File: config.mk
export PLATFORM = sky130hd
export DESIGN_NAME = subtractor_nnbit_bitserial_flat
export DESIGN_NICKNAME = d
export VERILOG_FILES = /design/src/rtl/subtractor_nnbit_bitserial_if.sv /design/src/rtl/subtractor_nnbit_bitserial.sv /design/src/flat_wrapper.sv
export SDC_FILE = /design/constraint.sdc
export NUM_CORES = 1
export LEC_CHECK = 0
export BUFFER_PORTS_ARGS = -buffer_cell sky130_fd_sc_hd__buf_2
export CAP_MARGIN = 20
export CORE_ASPECT_RATIO = 0.75
export CORE_MARGIN = 5
export CORE_UTILIZATION = 54
export CTS_CLUSTER_SIZE = 10
export DETAILED_ROUTE_END_ITERATION = 8
export GPL_TIMING_DRIVEN = 0
export HOLD_SLACK_MARGIN = 0.06
export PLACE_DENSITY = 0.82
export SYNTH_ARGS = -nofsm -noshare
export SYNTH_HDL_FRONTEND = slang
export SYNTH_SLANG_ARGS = --single-unit
File: constraint.sdc
create_clock -name i_clk -period 3.2 [get_ports i_clk]
set_clock_uncertainty 0.15 [all_clocks]
set_input_delay 0.32 -clock i_clk [delete_from_list [all_inputs] [get_ports i_clk]]
set_output_delay 0.32 -clock i_clk [all_outputs]
set_load 0.02 [all_outputs]
File: src/rtl/subtractor_nnbit_bitserial_if.sv
// Request/result handshake bundle for the bit-serial subtractor.
// The master side issues operands and consumes results; the slave side is the subtractor.
interface subtractor_nnbit_bitserial_if #(
    parameter int DATA_WIDTH = 8
);
    logic                  i_valid;
    logic                  o_ready;
    logic [DATA_WIDTH-1:0] i_num_a;
    logic [DATA_WIDTH-1:0] i_num_b;
    logic                  i_brw;
    logic                  o_valid;
    logic                  i_ready;
    logic [DATA_WIDTH-1:0] o_res;
    logic                  o_brw;
    logic                  o_ovf;
    logic                  o_busy;

    modport master (
        output i_valid,
        input  o_ready,
        output i_num_a,
        output i_num_b,
        output i_brw,
        input  o_valid,
        output i_ready,
        input  o_res,
        input  o_brw,
        input  o_ovf,
        input  o_busy
    );

    modport slave (
        input  i_valid,
        output o_ready,
        input  i_num_a,
        input  i_num_b,
        input  i_brw,
        output o_valid,
        input  i_ready,
        output o_res,
        output o_brw,
        output o_ovf,
        output o_busy
    );
endinterface

File: src/rtl/subtractor_nnbit_bitserial.sv
// Bit-serial a - b - brw: one difference bit per clock, LSB first, with a
// registered borrow chain; the result is published only once all bits are done.
module subtractor_nnbit_bitserial #(
    parameter int DATA_WIDTH = 8
) (
    input  logic                         i_clk,
    input  logic                         i_rst,
    subtractor_nnbit_bitserial_if.slave  bus
);
    localparam int CNT_W = (DATA_WIDTH > 1) ? $clog2(DATA_WIDTH) : 1;
    localparam logic [CNT_W-1:0] LAST_BIT = CNT_W'(DATA_WIDTH - 1);
    localparam int MSB = DATA_WIDTH - 1;

    if (DATA_WIDTH < 1 || DATA_WIDTH > 64) begin : g_bad_width
        $error("DATA_WIDTH must be in 1..64");
    end

    typedef enum logic [1:0] {
        IDLE = 2'd0,
        CALC = 2'd1,
        DONE = 2'd2
    } state_t;

    // One full-subtractor cell: returns {borrow_out, difference}.
    function automatic logic [1:0] sub_bit(input logic a, input logic b, input logic brw);
        logic d;
        logic bo;
        d  = a ^ b ^ brw;
        bo = (~a & b) | (~(a ^ b) & brw);
        return {bo, d};
    endfunction

    state_t                state_q;
    state_t                state_d;
    logic [CNT_W-1:0]      cnt_q;
    logic                  brw_q;
    logic [DATA_WIDTH-1:0] a_q;
    logic [DATA_WIDTH-1:0] b_q;
    logic [DATA_WIDTH-1:0] acc_q;
    logic [DATA_WIDTH-1:0] acc_d;
    logic [DATA_WIDTH-1:0] res_q;
    logic                  res_brw_q;
    logic                  res_ovf_q;
    logic [1:0]            step;
    logic                  last_bit;
    logic                  accept;
    logic                  ready_s;
    logic                  valid_s;
    logic                  busy_s;

    assign step     = sub_bit(a_q[cnt_q], b_q[cnt_q], brw_q);
    assign last_bit = (cnt_q == LAST_BIT);
    assign accept   = (state_q == IDLE) && bus.i_valid;

    always_comb begin
        acc_d        = acc_q;
        acc_d[cnt_q] = step[0];
    end

    always_comb begin
        state_d = state_q;
        ready_s = 1'b0;
        valid_s = 1'b0;
        busy_s  = 1'b0;
        case (state_q)
            IDLE: begin
                ready_s = 1'b1;
                if (bus.i_valid) begin
                    state_d = CALC;
                end
            end
            CALC: begin
                busy_s = 1'b1;
                if (last_bit) begin
                    state_d = DONE;
                end
            end
            DONE: begin
                valid_s = 1'b1;
                if (bus.i_ready) begin
                    state_d = IDLE;
                end
            end
            default: state_d = IDLE;
        endcase
    end

    // Control and published result: reset clears everything so an aborted
    // operation can never surface.
    always_ff @(posedge i_clk) begin
        if (i_rst) begin
            state_q   <= IDLE;
            cnt_q     <= '0;
            brw_q     <= 1'b0;
            res_q     <= '0;
            res_brw_q <= 1'b0;
            res_ovf_q <= 1'b0;
        end else begin
            state_q <= state_d;
            if (accept) begin
                cnt_q <= '0;
                brw_q <= bus.i_brw;
            end else if (state_q == CALC) begin
                brw_q <= step[1];
                if (!last_bit) begin
                    cnt_q <= cnt_q + 1'b1;
                end else begin
                    res_q     <= acc_d;
                    res_brw_q <= step[1];
                    res_ovf_q <= (a_q[MSB] ^ b_q[MSB]) & (step[0] ^ a_q[MSB]);
                end
            end
        end
    end

    // Operand and partial-difference storage; every bit is rewritten per operation.
    always_ff @(posedge i_clk) begin
        if (accept) begin
            a_q <= bus.i_num_a;
            b_q <= bus.i_num_b;
        end
        if (state_q == CALC) begin
            acc_q <= acc_d;
        end
    end

    assign bus.o_ready = ready_s;
    assign bus.o_valid = valid_s;
    assign bus.o_busy  = busy_s;
    assign bus.o_res   = res_q;
    assign bus.o_brw   = res_brw_q;
    assign bus.o_ovf   = res_ovf_q;
endmodule

File: src/flat_wrapper.sv
// flat-port wrapper written by rule: the top's interface ports become plain ports
module subtractor_nnbit_bitserial_flat 
#(
    parameter int DATA_WIDTH = 8
)
  (i_clk, i_rst, bus_i_valid, bus_o_ready, bus_i_num_a, bus_i_num_b, bus_i_brw, bus_o_valid, bus_i_ready, bus_o_res, bus_o_brw, bus_o_ovf, bus_o_busy);
  subtractor_nnbit_bitserial_if #(.DATA_WIDTH(DATA_WIDTH)) bus_i ();
  input  logic i_clk;
  input  logic i_rst;
  input wire logic [$bits(bus_i.i_valid)-1:0] bus_i_valid;
  output wire logic [$bits(bus_i.o_ready)-1:0] bus_o_ready;
  input wire logic [$bits(bus_i.i_num_a)-1:0] bus_i_num_a;
  input wire logic [$bits(bus_i.i_num_b)-1:0] bus_i_num_b;
  input wire logic [$bits(bus_i.i_brw)-1:0] bus_i_brw;
  output wire logic [$bits(bus_i.o_valid)-1:0] bus_o_valid;
  input wire logic [$bits(bus_i.i_ready)-1:0] bus_i_ready;
  output wire logic [$bits(bus_i.o_res)-1:0] bus_o_res;
  output wire logic [$bits(bus_i.o_brw)-1:0] bus_o_brw;
  output wire logic [$bits(bus_i.o_ovf)-1:0] bus_o_ovf;
  output wire logic [$bits(bus_i.o_busy)-1:0] bus_o_busy;
  assign bus_i.i_valid = bus_i_valid;
  assign bus_o_ready = bus_i.o_ready;
  assign bus_i.i_num_a = bus_i_num_a;
  assign bus_i.i_num_b = bus_i_num_b;
  assign bus_i.i_brw = bus_i_brw;
  assign bus_o_valid = bus_i.o_valid;
  assign bus_i.i_ready = bus_i_ready;
  assign bus_o_res = bus_i.o_res;
  assign bus_o_brw = bus_i.o_brw;
  assign bus_o_ovf = bus_i.o_ovf;
  assign bus_o_busy = bus_i.o_busy;
  subtractor_nnbit_bitserial #(.DATA_WIDTH(DATA_WIDTH)) u_core (.i_clk(i_clk), .i_rst(i_rst), .bus(bus_i));
endmodule
======== After elaboration in Yosys (flattened, before gate mapping) ========
Cells that the tools add are included.
W data, S select, Z words.
operators by class
  muxes and demuxes ....................... 16
  add/sub/neg operators ................... 1
  magnitude comparators ................... 2
  equality and inequality tests ........... 6
  reduce and logical (&&, ||, !) cells .... 8
  bitwise gates (word level) .............. 12
operators by type and width
  operator               count
  $bwmux W8              1
  $mux W1                8
  $bmux W1 S3            2
  $mux W2                3
  $pmux W2 S3            1
  $reduce_and A3 Y1      2
  $lt A3 B4 Y1 const B   1
  $ne A2 B2 Y1 const B   2
  $not A1 Y1             4
  $xor A1 B1 Y1          4
  $add A3 B1 Y3 const B  1
  $and A1 B1 Y1          3
  $demux W1 S3           1
  $eq A3 B3 Y1 const B   1
  $ge A3 B1 Y1 const B   1
  $eq A2 B1 Y1 const B   1
  $eq A2 B2 Y1 const B   1
  $logic_and A1 B1 Y1    2
  $logic_not A2 Y1       1
  $ne A2 B1 Y1 const B   1
  $reduce_and A2 Y1      1
  $reduce_bool A2 Y1     1
  $reduce_or A2 Y1       1
  $or A1 B1 Y1           1
word-level totals
  word-level logic and storage cells ...... 54
  output and inout bits ................... 13
  bits of input ports ..................... 21
  bits in registers ....................... 40

======== Logic depth before layout (Yosys ltp) ========
Gate-level depths: netlist of run 1.
  word-level depth ........................ 8
  mapped depth ............................ 8
  depth with buffers taken out ............ 6

======== Worst setup path before layout of run 1 ========
No wires, ideal clock.
  path kind ............................... reg2reg
  start point ............................. reg u_core.cnt_q[0]
  end point ............................... reg u_core.res_ovf_q, in the netlist u_core.bus.o_ovf
  cell stages (with the launch flop) ...... 8
  path slack .............................. 0.512 ns
  period minus slack after synthesis ...... 2.688 ns
  arrival ................................. 2.447 ns
  cell sequence ........................... dfxtp_1 > buf_6 > mux4_2 > mux2i_1 > fa_1 > buf_4 > or3b_2 > a311oi_1
between the ends
  longest elaborated chain between the ends .. 6
RTL lines
  element                        RTL line                           RTL
  start, declared                subtractor_nnbit_bitserial.sv:35   logic [CNT_W-1:0] cnt_q;
  start signal, assigned         subtractor_nnbit_bitserial.sv:106  cnt_q <= cnt_q + 1'b1;
  $bmux W1 S3                    subtractor_nnbit_bitserial.sv:51   assign step = sub_bit(a_q[cnt_q], b_q[cnt_q], brw_q);
  $mux W1 (implied by the code)  subtractor_nnbit_bitserial.sv:51
  $xor A1 B1 Y1 (2 in series)    subtractor_nnbit_bitserial.sv:28   d = a ^ b ^ brw;
  $xor A1 B1 Y1                  subtractor_nnbit_bitserial.sv:110  res_ovf_q <= (a_q[MSB] ^ b_q[MSB]) & (step[0] ^ a_q[MSB]);
  $and A1 B1 Y1                  subtractor_nnbit_bitserial.sv:110
  end signal, assigned           subtractor_nnbit_bitserial.sv:110
  end, declared                  subtractor_nnbit_bitserial.sv:43   logic res_ovf_q;
Several ways; a longest one is shown, not always the timed one. The select of a mux whose other input is x is not followed.
A chain may end at the register's enable or synchronous reset.

======== Worst setup path after layout of run 1 ========
  start point ............................. reg u_core.cnt_q[2]
  end point ............................... reg u_core.res_ovf_q, in the netlist u_core.bus.o_ovf
Same word-level chain as after synthesis.

==> metrics.md, run 1 <==
| Metric | Value |
|---|---|
| Met1 track utilization from global routing | 0.223 |
| Antenna-violating nets left | 0 |
| Starting density of the core | 0.551 |
| Detailed-route wire length per cell | 17.8 um |
| TNS Setup | 0 ps |
| Outcome | finished, final reports clean |
| Largest net degree at the start of global routing | 14 |
| Placeable core area | about 0.0032 sq mm |
| Largest vdd supply drop | between 0.0003 and 0.0004 V |
| Final setup violation count | 0 |
| Seq cells post-synth | 40 |
| Initial detailed-routing violation count | between 100 and 150 |
| Post-synthesis to final-layout area growth | 31.3% |
| Diode insertion count for antenna repair | 0 |
| Time the worst path needs with I/O delays and setup | 3130 ps |
| Worst path required time | approximately 3300 ps |
| Mapped Avg Cell Area | between 10 and 15 sq um |
| Largest fanout of any net on the critical path | 10 |
| Via count | between 1k and 1.5k |
| Number of nets at the end of the flow | 207 |
| Number of search-and-repair iterations in the first detailed-routing pass | 4 |
| H-tree depth | 2 |
| Post-CTS setup repair buffer count | 0 |
| Post-detail-place hpwl | between 2000 and 3000 um |
| Clock buffers created by TritonCTS | 5 |
| Final cycle utilization of the critical path | 0.977 |
| Via count of the first global-routing pass | 1,314 |
| CTS max path bufs | 2 |
| Combined area of all synthesized cells | about 0.0018 sq mm |
| Leftover overflow at the end of global routing | 0 |
| Die height | 59.6 um |
| Later-pin clock latency in the skew report | ~300 ps |
| Yosys synthesis warning count | 0 |
| Number of failing hold endpoints at the final stage | 0 |
| Leading cell type in the layout, fill and taps excluded | sky130_fd_sc_hd__buf_2 |
| Setup repair after global routing missed its margin | false |
| Width of the die | between 70 and 80 um |
| Clock tree from TritonCTS | yes |
| Post-synthesis cell count | between 100 and 150 |
| Ports | 34 |
| Data arrival time of the critical path | roughly 3200 ps |
| Detailed-route DRC error count | 0 |
| Number of nets in the synthesized netlist | 150 |
| Number of distinct library cell variants in the gate-level netlist after synthesis | 37 |
| Class of the most critical setup path | flop to flop |
| GR Layer Usage met2 | 0.321 |
| Worst Hold Class | input pin to flop |
| Share of synthesized area occupied by flip-flops and latches | 0.587 |
| Final Hold Slack | about 170 ps |
| Most utilized layer in the global route result | met2 |
| Number of buffers added on ports | 33 |
| Last weighted congestion value of the routability-driven placer | about 0.8 |
| Most frequent cells in the layout | 33 x sky130_fd_sc_hd__buf_2, 24 x sky130_fd_sc_hd__edfxtp_1, 16 x sky130_fd_sc_hd__dlygate4sd3_1, 15 x sky130_fd_sc_hd__dfxtp_1 |
| Kind of end point of the critical path | flop |
| GR met3 Demand/Resource | 0.0471 |
| Number of rows created at floorplan | 18 |
| Max-capacitance violation count | 0 |
| Headroom to the max-slew limit | 0.393 |
| Share of the core filled with cells | 0.723 |
| Area of the die | about 0.0045 sq mm |
| Total GRT Usage | 0.187 |
| Fraction of layout instances using a drive strength above 1 | 0.391 |
| Slew Limit Fails | 0 |
| Clock Pin Slew Worst Setup and Hold Paths | 80 ps |
| Root cell of the clock tree | sky130_fd_sc_hd__clkbuf_8 |
| Number of antenna violations at the first check in global routing | 0 |
| Achievable clock frequency | around 320 MHz |
| Routed Wire Length | between 3000 and 4000 um |
| Power Dens Cells | between 500 and 600 mW/mm^2 |
| Transition time at the pin with the least slew margin | roughly 910 ps |
| Pleak | a little under 1 nW |
| TritonCTS Sinks | 40 |
| Startpoint Class | flop |
| Number of vias per cell | around 5.7 |
| Global-route wire length before repair | 6340 um |
-- final timing paths --
kind,slack (ps),to,depth (start not counted),from
max,70,u_core.bus.o_ovf,8,u_core.cnt_q[2]
min,170,u_core.state_q[1],4,bus_i_ready
max reg2reg,70,u_core.bus.o_ovf,8,u_core.cnt_q[2]
min reg2reg,380,u_core.bus.o_ovf,2,u_core.bus.o_ovf
-- registers in the layout (all words and copies together) (netlist names) --
name / count
u_core.a_q: 8
u_core.acc_q: 8
u_core.b_q: 8
u_core.brw_q: 1
u_core.bus.o_brw: 1
u_core.bus.o_ovf: 1
u_core.bus.o_res: 8
u_core.cnt_q: 3
u_core.state_q: 2
-- power by group --
group	internal, mW	switching [mW]
logic	0.0652	0.0650
registers	0.572	0.00843
clock network	0.390	0.182
-- layer usage --
metal / up-vias / wire (um) / share of wire
met1: 627 / 1690 / 0.42
met3: 10 / 192 / 0.048
met5: - / 0 / 0
li1: 588 / - / -
met4: 0 / 102 / 0.026
met2: 55 / 2020 / 0.50
-- logic make-up (layout without fill, tap and decap cells) --
group                    count (synthesis)  after routing  share of synthesized area
flip-flops                              40             40                      0.587
buffers and inverters                   11             69                     0.0430
XOR/XNOR                                 1              1                    0.00494
AO/OA/AOI/OAI                           28             28                      0.126
multiplexers                            16             16                      0.120
AND/OR/NAND/NOR                         27             27                     0.0938
adder cells (fa/ha/maj)                  3              3                     0.0254
-- cell type report --
class                      count  area, sq um
fill                         204          891
buffer                         8         65.1
multi-input combinational     75          666
clock inverter                 3         90.1
inverter                       3         11.3
timing repair buffer          50          337
sequential                    40         1040
tap                           40         50.0
clock buffer                   5         68.8
-- synthesized netlist by cell type --
| cell type | n | area share |
|---|---|---|
| sky130_fd_sc_hd__a2111oi_0 | 1 | 0.0049 |
| sky130_fd_sc_hd__clkbuf_2 | 1 | 0.0028 |
| sky130_fd_sc_hd__a211o_2 | 1 | 0.0056 |
| sky130_fd_sc_hd__nor2b_1 | 2 | 0.0071 |
| sky130_fd_sc_hd__buf_6 | 3 | 0.019 |
| sky130_fd_sc_hd__or3b_2 | 1 | 0.0049 |
| sky130_fd_sc_hd__dfxtp_1 | 16 | 0.18 |
| sky130_fd_sc_hd__mux4_2 | 2 | 0.025 |
| sky130_fd_sc_hd__nand2_1 | 1 | 0.0021 |
| sky130_fd_sc_hd__clkbuf_1 | 1 | 0.0021 |
| sky130_fd_sc_hd__o21ba_1 | 4 | 0.023 |
| sky130_fd_sc_hd__mux2_4 | 4 | 0.034 |
| sky130_fd_sc_hd__ha_1 | 2 | 0.014 |
| sky130_fd_sc_hd__o21a_1 | 1 | 0.0042 |
| sky130_fd_sc_hd__fa_1 | 1 | 0.011 |
| sky130_fd_sc_hd__a211oi_1 | 1 | 0.0042 |
| sky130_fd_sc_hd__edfxtp_1 | 24 | 0.41 |
| sky130_fd_sc_hd__nor3_1 | 1 | 0.0028 |
| sky130_fd_sc_hd__nand3_1 | 2 | 0.0056 |
| sky130_fd_sc_hd__o21ba_2 | 4 | 0.023 |
| sky130_fd_sc_hd__mux2i_1 | 4 | 0.023 |
| sky130_fd_sc_hd__nor3b_1 | 4 | 0.017 |
| sky130_fd_sc_hd__a221oi_1 | 1 | 0.0049 |
| sky130_fd_sc_hd__nor3b_2 | 1 | 0.0071 |
| sky130_fd_sc_hd__a311oi_1 | 1 | 0.0049 |
| sky130_fd_sc_hd__inv_1 | 3 | 0.0063 |
| sky130_fd_sc_hd__o21ai_0 | 2 | 0.0056 |
| sky130_fd_sc_hd__o211ai_1 | 1 | 0.0042 |
| sky130_fd_sc_hd__or2_2 | 1 | 0.0035 |
| sky130_fd_sc_hd__a21oi_1 | 3 | 0.0085 |
| sky130_fd_sc_hd__xnor2_1 | 1 | 0.0049 |
| sky130_fd_sc_hd__mux2_2 | 6 | 0.038 |
| sky130_fd_sc_hd__o21bai_1 | 8 | 0.034 |
| sky130_fd_sc_hd__nor2_1 | 8 | 0.017 |
| sky130_fd_sc_hd__buf_4 | 3 | 0.013 |
| sky130_fd_sc_hd__nand3b_1 | 4 | 0.017 |
| sky130_fd_sc_hd__and3b_1 | 2 | 0.0099 |
-- through the flow --
step	worst slack (ps)	total power, mW	cells	cell area, sq um
floorplan	512	0.661	126	1770
global placement	330	0.691	199	1990
detailed placement	214	0.698	200	2010
CTS	214	1.28	224	2320
global route	0.495	1.32	224	2330
finish	73.8	1.28	224	2330
-- worst max-delay path: stages (launching register included) --
cell	delay (ps)
sky130_fd_sc_hd__dfxtp_1	480
sky130_fd_sc_hd__buf_6	200
sky130_fd_sc_hd__mux2_2	350
sky130_fd_sc_hd__a21oi_1	150
sky130_fd_sc_hd__o211ai_1	190
sky130_fd_sc_hd__fa_1	540
sky130_fd_sc_hd__buf_4	200
sky130_fd_sc_hd__or3b_2	440
sky130_fd_sc_hd__a311oi_1	310
-- repair_timing --
action	4_1_cts	5_1_grt
hold endpoints to repair	16	0
resized for setup	0	2
hold buffers	16	0
setup endpoints to repair	0	1
Power figures use the tool's default switching activity.
==> run 2: changes to the inputs <==
Settings changed: CORE_ASPECT_RATIO 0.75 to not set.
==> metrics.md, run 2 (synthesized netlist as in run 1, its figures left out) <==
| Metric | Value |
|---|---|
| Detailed-route DRC error count | 0 |
| Headroom to the max-slew limit | 0.367 |
| Global-route wire length before repair | between 6000 and 7000 um |
| Die height | between 60 and 70 um |
| Diode insertion count for antenna repair | 0 |
| M1 wire length | 1600 um |
| Critical-path cell with the highest stage delay | sky130_fd_sc_hd__mux4_2 |
| Number of vias per cell | between 5 and 6 |
| Width of the die | slightly below 70 um |
| Last weighted congestion value of the routability-driven placer | roughly 0.74 |
| Count of cells resized by post-cts repair | 0 |
| Slew Limit Fails | 0 |
| Startpoint Class | flop |
| Filler cell count in the final layout | approximately 240 |
| Via count | 1,200 |
| Largest vdd supply drop | 0.000293 V |
| Clock buffers created by TritonCTS | 5 |
| Outcome | finished, final reports clean |
| Post-detail-place hpwl | roughly 2500 um |
| Class of the most critical setup path | flop to flop |
| Leading cell type in the layout, fill and taps excluded | sky130_fd_sc_hd__buf_2 |
| Cells along the critical path | buf_6 -> mux4_2 -> mux2i_1 -> fa_1 -> buf_4 -> or3b_2 -> a311oi_1 |
| Power Dens Cells | ~420 mW/mm^2 |
| Data arrival time of the critical path | just over 3000 ps |
| Antenna-violating nets left | 0 |
| Number of antenna violations at the first check in global routing | 0 |
| Highest metal layer used by the detailed router | met4 |
| Post-synthesis to final-layout area growth | 25.0% |
| Later-pin clock latency in the skew report | roughly 350 ps |
| WL met3 | approximately 130 um |
| Achievable clock frequency | between 300 and 400 MHz |
| Maximum cell stage delay along the critical path | 520 ps |
| Routed Wire Length | around 3700 um |
| Number of nets at the end of the flow | between 200 and 250 |
| Transition time at the pin with the least slew margin | between 900 and 1000 ps |
| TNS Setup | 0 ps |
| Ports | 34 |
| Final cycle utilization of the critical path | 0.926 |
| Via count of the first global-routing pass | 1,246 |
| Worst Hold Class | input pin to flop |
| Total GRT Usage | 0.190 |
| Starting density of the core | 0.572 |
| Worst path required time | roughly 3300 ps |
| Root cell of the clock tree | sky130_fd_sc_hd__clkbuf_4 |
| Clock tree from TritonCTS | yes |
| Kind of end point of the critical path | flop |
| Setup slack after layout | 237 ps |
| Initial detailed-routing violation count | 68 |
| Area of the die | 0.00453 sq mm |
| Met2 Wirelength | between 1500 and 2000 um |
| Number of rows created at floorplan | 20 |
| Leftover overflow at the end of global routing | 0 |
| Number of buffers added on ports | 33 |
| Largest net degree at the start of global routing | 13 |
| Number of search-and-repair iterations in the first detailed-routing pass | 4 |
| Largest fanout of any net on the critical path | 10 |
| Time the worst path needs with I/O delays and setup | 2960 ps |
| H-tree depth | 2 |
| Number of failing hold endpoints at the final stage | 0 |
| Detailed-route wire length per cell | 16.3 um |
| Worst setup timing slack at the placement stage | 241 ps |
| Most frequent cells in the layout | 33 x sky130_fd_sc_hd__buf_2, 24 x sky130_fd_sc_hd__edfxtp_1, 16 x sky130_fd_sc_hd__dlygate4sd3_1, 16 x sky130_fd_sc_hd__dfxtp_1 |
| TritonCTS Sinks | 40 |
| Clock Pin Slew Worst Setup and Hold Paths | between 100 and 150 ps |
| Setup repair after global routing missed its margin | false |
| Pleak | just over 0.9 nW |
| Filler-free cell count of the finished design | around 230 |
| Total power after layout | around 940 uW |
| Fraction of layout instances using a drive strength above 1 | 0.372 |
| Max-capacitance violation count | 0 |
| Placeable core area | about 0.0031 sq mm |
| Final setup violation count | 0 |
| CTS max path bufs | 2 |
| Inst Count DP | ~200 |
## run 2: cell type report
type                            count  area, sq um  share of cell area
Clock buffer                        6         41.3              0.0186
Clock inverter                      1         5.00             0.00226
Multi-Input combinational cell     75          662               0.299
Inverter                            3         11.3             0.00508
Sequential cell                    40         1040               0.470
Buffer                              8         65.1              0.0293
Tap cell                           44         55.1              0.0248
Timing Repair Buffer               50          337               0.152
## run 2: critical path: cells and delay by family, from the launching register on
family / cells / cell delay [ps]
adders and majority gates: 1 / 440
buffers and inverters: 2 / 380
muxes: 2 / 710
DFF: 1 / 480
and+or+nand+nor: 1 / 450
AOI/OAI and AO/OA: 1 / 270
## run 2: worst paths after layout
path                         start                 to  slack, ps  depth (start not counted)
setup / recovery   u_core.cnt_q[0]   u_core.bus.o_ovf        240                          7
hold / removal         bus_i_ready  u_core.state_q[1]        130                          4
setup reg to reg   u_core.cnt_q[0]   u_core.bus.o_ovf        240                          7
hold reg to reg   u_core.bus.o_brw   u_core.bus.o_brw        370                          2
## run 2: timing repair
| item | in CTS | in global routing |
|---|---|---|
| hold buffers | 16 | 0 |
| endpoints found under the hold margin | 16 | 0 |
| setup endpoints to repair | 0 | 0 |
| setup buffers | 0 | 0 |
## run 2: stage by stage
| step | hold WS [ps] | cell area (sq um) | utilization |
|---|---|---|---|
| finish | 128 | 2220 | 0.715 |
| global route | 140 | 2220 | 0.715 |
| CTS | 120 | 2220 | 0.715 |
| detailed placement | 348 | 2010 | 0.648 |
| global placement | 334 | 1990 | 0.643 |
| floorplan | 269 | 1770 | - |
## run 2: power breakdown
part	total, mW	switching [mW]	internal, mW
combinational	0.125	0.0608	0.0637
sequential	0.580	0.00811	0.572
clock	0.234	0.153	0.0809
## run 2: routing by layer
metal  GRT usage  vias up
met4      0.0785        0
met2       0.307       22
met3      0.0616        9
met5           0        -
met1       0.233      585
li1            -      584
==> run 3: changes to the inputs <==
Settings changed: BUFFER_PORTS_ARGS -buffer_cell sky130_fd_sc_hd__buf_2 to -buffer_cell sky130_fd_sc_hd__buf_4, CORE_ASPECT_RATIO set to 1.4, SKIP_CTS_REPAIR_TIMING set to 1.
==> metrics.md, run 3 (synthesized netlist as in run 1, its figures left out) <==
| Metric | Value |
|---|---|
| Number of buffers added on ports | 33 |
| Number of search-and-repair iterations in the first detailed-routing pass | 4 |
| Largest net degree at the start of global routing | 16 |
| Power Dens Cells | 452 mW/mm^2 |
| Critical-path cell with the highest stage delay | sky130_fd_sc_hd__mux4_2 |
| Data arrival time of the critical path | around 3000 ps |
| TNS Setup | 0 ps |
| Dpl cell area | roughly 0.0021 sq mm |
| Multi-input gate area in the final layout | around 660 sq um |
| Worst hold endpoint | u_core.state_q[0] |
| CTS max path bufs | 2 |
| Diode insertion count for antenna repair | 0 |
| Leading cell type in the layout, fill and taps excluded | sky130_fd_sc_hd__buf_4 |
| Pleak | 0.957 nW |
| Transition time at the pin with the least slew margin | roughly 980 ps |
| Number of vias per cell | 5.28 |
| Kind of end point of the critical path | flop |
| Detailed-route wire length per cell | 16.0 um |
| TritonCTS Sinks | 40 |
| Total power after layout | between 1 and 1.5 mW |
| Final standard cell area without fillers | 0.00234 sq mm |
| Startpoint Class | flop |
| Final cycle utilization of the critical path | 0.904 |
| H-tree depth | 2 |
| Max-capacitance violation count | 0 |
| Cells along the critical path | buf_6 -> mux4_2 -> mux2i_1 -> fa_1 -> buf_4 -> or3b_2 -> a311oi_1 |
| Starting density of the core | 0.563 |
| Worst Hold Class | input pin to flop |
| Cells on Worst Hold Path | 3 |
| Last weighted congestion value of the routability-driven placer | 0.760 |
| Final Hold Slack | roughly 190 ps |
| Antenna-violating nets left | 0 |
| Post-detail-place hpwl | between 2000 and 2500 um |
| Via count | about 1.2k |
| Detailed-route DRC error count | 0 |
| Number of rows created at floorplan | 24 |
| Most frequent cells in the layout | 36 x sky130_fd_sc_hd__buf_4, 24 x sky130_fd_sc_hd__edfxtp_1, 16 x sky130_fd_sc_hd__dlygate4sd3_1, 16 x sky130_fd_sc_hd__dfxtp_1 |
| Final setup violation count | 0 |
| Number of failing hold endpoints at the final stage | 0 |
| Startpoint of the worst-slack reg-to-reg timing path | u_core.cnt_q[0] |
| Register-to-register path setup slack | 310 ps |
| Root cell of the clock tree | sky130_fd_sc_hd__clkbuf_8 |
| Number of antenna violations at the first check in global routing | 0 |
| Placeable core area | between 0.003 and 0.004 sq mm |
| Headroom to the max-slew limit | 0.345 |
| Routed Wire Length | roughly 3600 um |
| Die height | between 70 and 80 um |
| Via count of the first global-routing pass | ~1.2k |
| Post-synthesis to final-layout area growth | 32.2% |
| Number of nets at the end of the flow | 207 |
| HP Start | bus_i_valid |
| Initial detailed-routing violation count | between 40 and 50 |
| Count of cells along the worst register-to-register path | 7 |
| Time the worst path needs with I/O delays and setup | around 2900 ps |
| Clock buffers created by TritonCTS | 5 |
| Later-pin clock latency in the skew report | between 200 and 300 ps |
| Outcome | finished, final reports clean |
| Setup repair after global routing missed its margin | false |
| Total GRT Usage | 0.151 |
| Sequential cell area in the final layout | between 0.001 and 0.0015 sq mm |
| Width of the die | 58.4 um |
| Largest vdd supply drop | between 0.0003 and 0.0004 V |
| Maximum cell stage delay along the critical path | just over 500 ps |
| Area of the die | roughly 0.0045 sq mm |
| Leftover overflow at the end of global routing | 0 |
| Largest fanout of any net on the critical path | 10 |
| Class of the most critical setup path | flop to flop |
| Slew Limit Fails | 0 |
| Fraction of layout instances using a drive strength above 1 | 0.380 |
| Achievable clock frequency | ~350 MHz |
| Worst setup timing slack at the placement stage | around 340 ps |
| Setup slack after layout | slightly above 300 ps |
| Global-route wire length before repair | between 5000 and 6000 um |
| Worst path required time | roughly 3300 ps |
| Clock tree from TritonCTS | yes |
| Filler cell count in the final layout | 200 |
| Ports | 34 |
| Clock Pin Slew Worst Setup and Hold Paths | 80 ps |
| Reg2reg end | u_core.bus.o_ovf |
run 3: cell types whose count changed in the layout (fill, tap and decap cells not counted):
cell | previous run | this run
sky130_fd_sc_hd__clkbuf_1 | 2 | 1
sky130_fd_sc_hd__clkbuf_4 | 5 | 0
sky130_fd_sc_hd__clkinv_2 | 1 | 0
sky130_fd_sc_hd__clkbuf_8 | 0 | 6
sky130_fd_sc_hd__buf_4 | 3 | 36
sky130_fd_sc_hd__clkinvlp_4 | 0 | 2
sky130_fd_sc_hd__buf_2 | 33 | 0
run 3: metrics by stage:
stage                      util  std cells
after global routing      0.744        223
final                     0.744        223
after floorplan               -        126
after CTS                 0.693        207
after global placement    0.657        198
after detailed placement  0.662        199
run 3: worst max-delay path, delay by kind of cell, from the launching register on:
| kind | cells | cell delay [ps] |
|---|---|---|
| AOI/OAI and AO/OA | 1 | 250 |
| adders and majority gates | 1 | 440 |
| buffers and inverters | 2 | 370 |
| DFF | 1 | 460 |
| muxes | 2 | 690 |
| and+or+nand+nor | 1 | 430 |
run 3: routing by layer:
metal,track usage,share of wire,vias to the layer above
met5,0,0,-
met4,0.0766,0.026,0
met3,0.0299,0.054,8
met2,0.282,0.57,30
met1,0.153,0.35,557
li1,-,-,583
run 3: report_power, final:
| group | internal [mW] | switching (mW) | total [mW] |
|---|---|---|---|
| registers | 0.572 | 0.00863 | 0.581 |
| clock network | 0.174 | 0.174 | 0.349 |
| logic | 0.0712 | 0.0584 | 0.130 |
| total | 0.818 | 0.241 | 1.06 |
run 3: layout make-up:
class / count / share of cell area
buffer: 8 / 0.0277
clock buffer: 6 / 0.0352
clock inverter: 2 / 0.00640
inverter: 3 / 0.00480
multi-input combinational: 75 / 0.282
sequential: 40 / 0.444
tap: 39 / 0.0208
timing repair buffer: 50 / 0.179
run 3: worst max-delay path by stage:
stage	from	to	slack, ps	depth (start not counted)
after CTS	u_core.cnt_q[0]	u_core.bus.o_ovf	320	7
after floorplan	u_core.cnt_q[0]	u_core.bus.o_ovf	510	7
after detailed placement	u_core.cnt_q[0]	u_core.bus.o_ovf	340	7
after global placement	u_core.cnt_q[0]	u_core.bus.o_ovf	390	7
after global routing	u_core.cnt_q[0]	u_core.bus.o_ovf	140	7
final	u_core.cnt_q[0]	u_core.bus.o_ovf	310	7
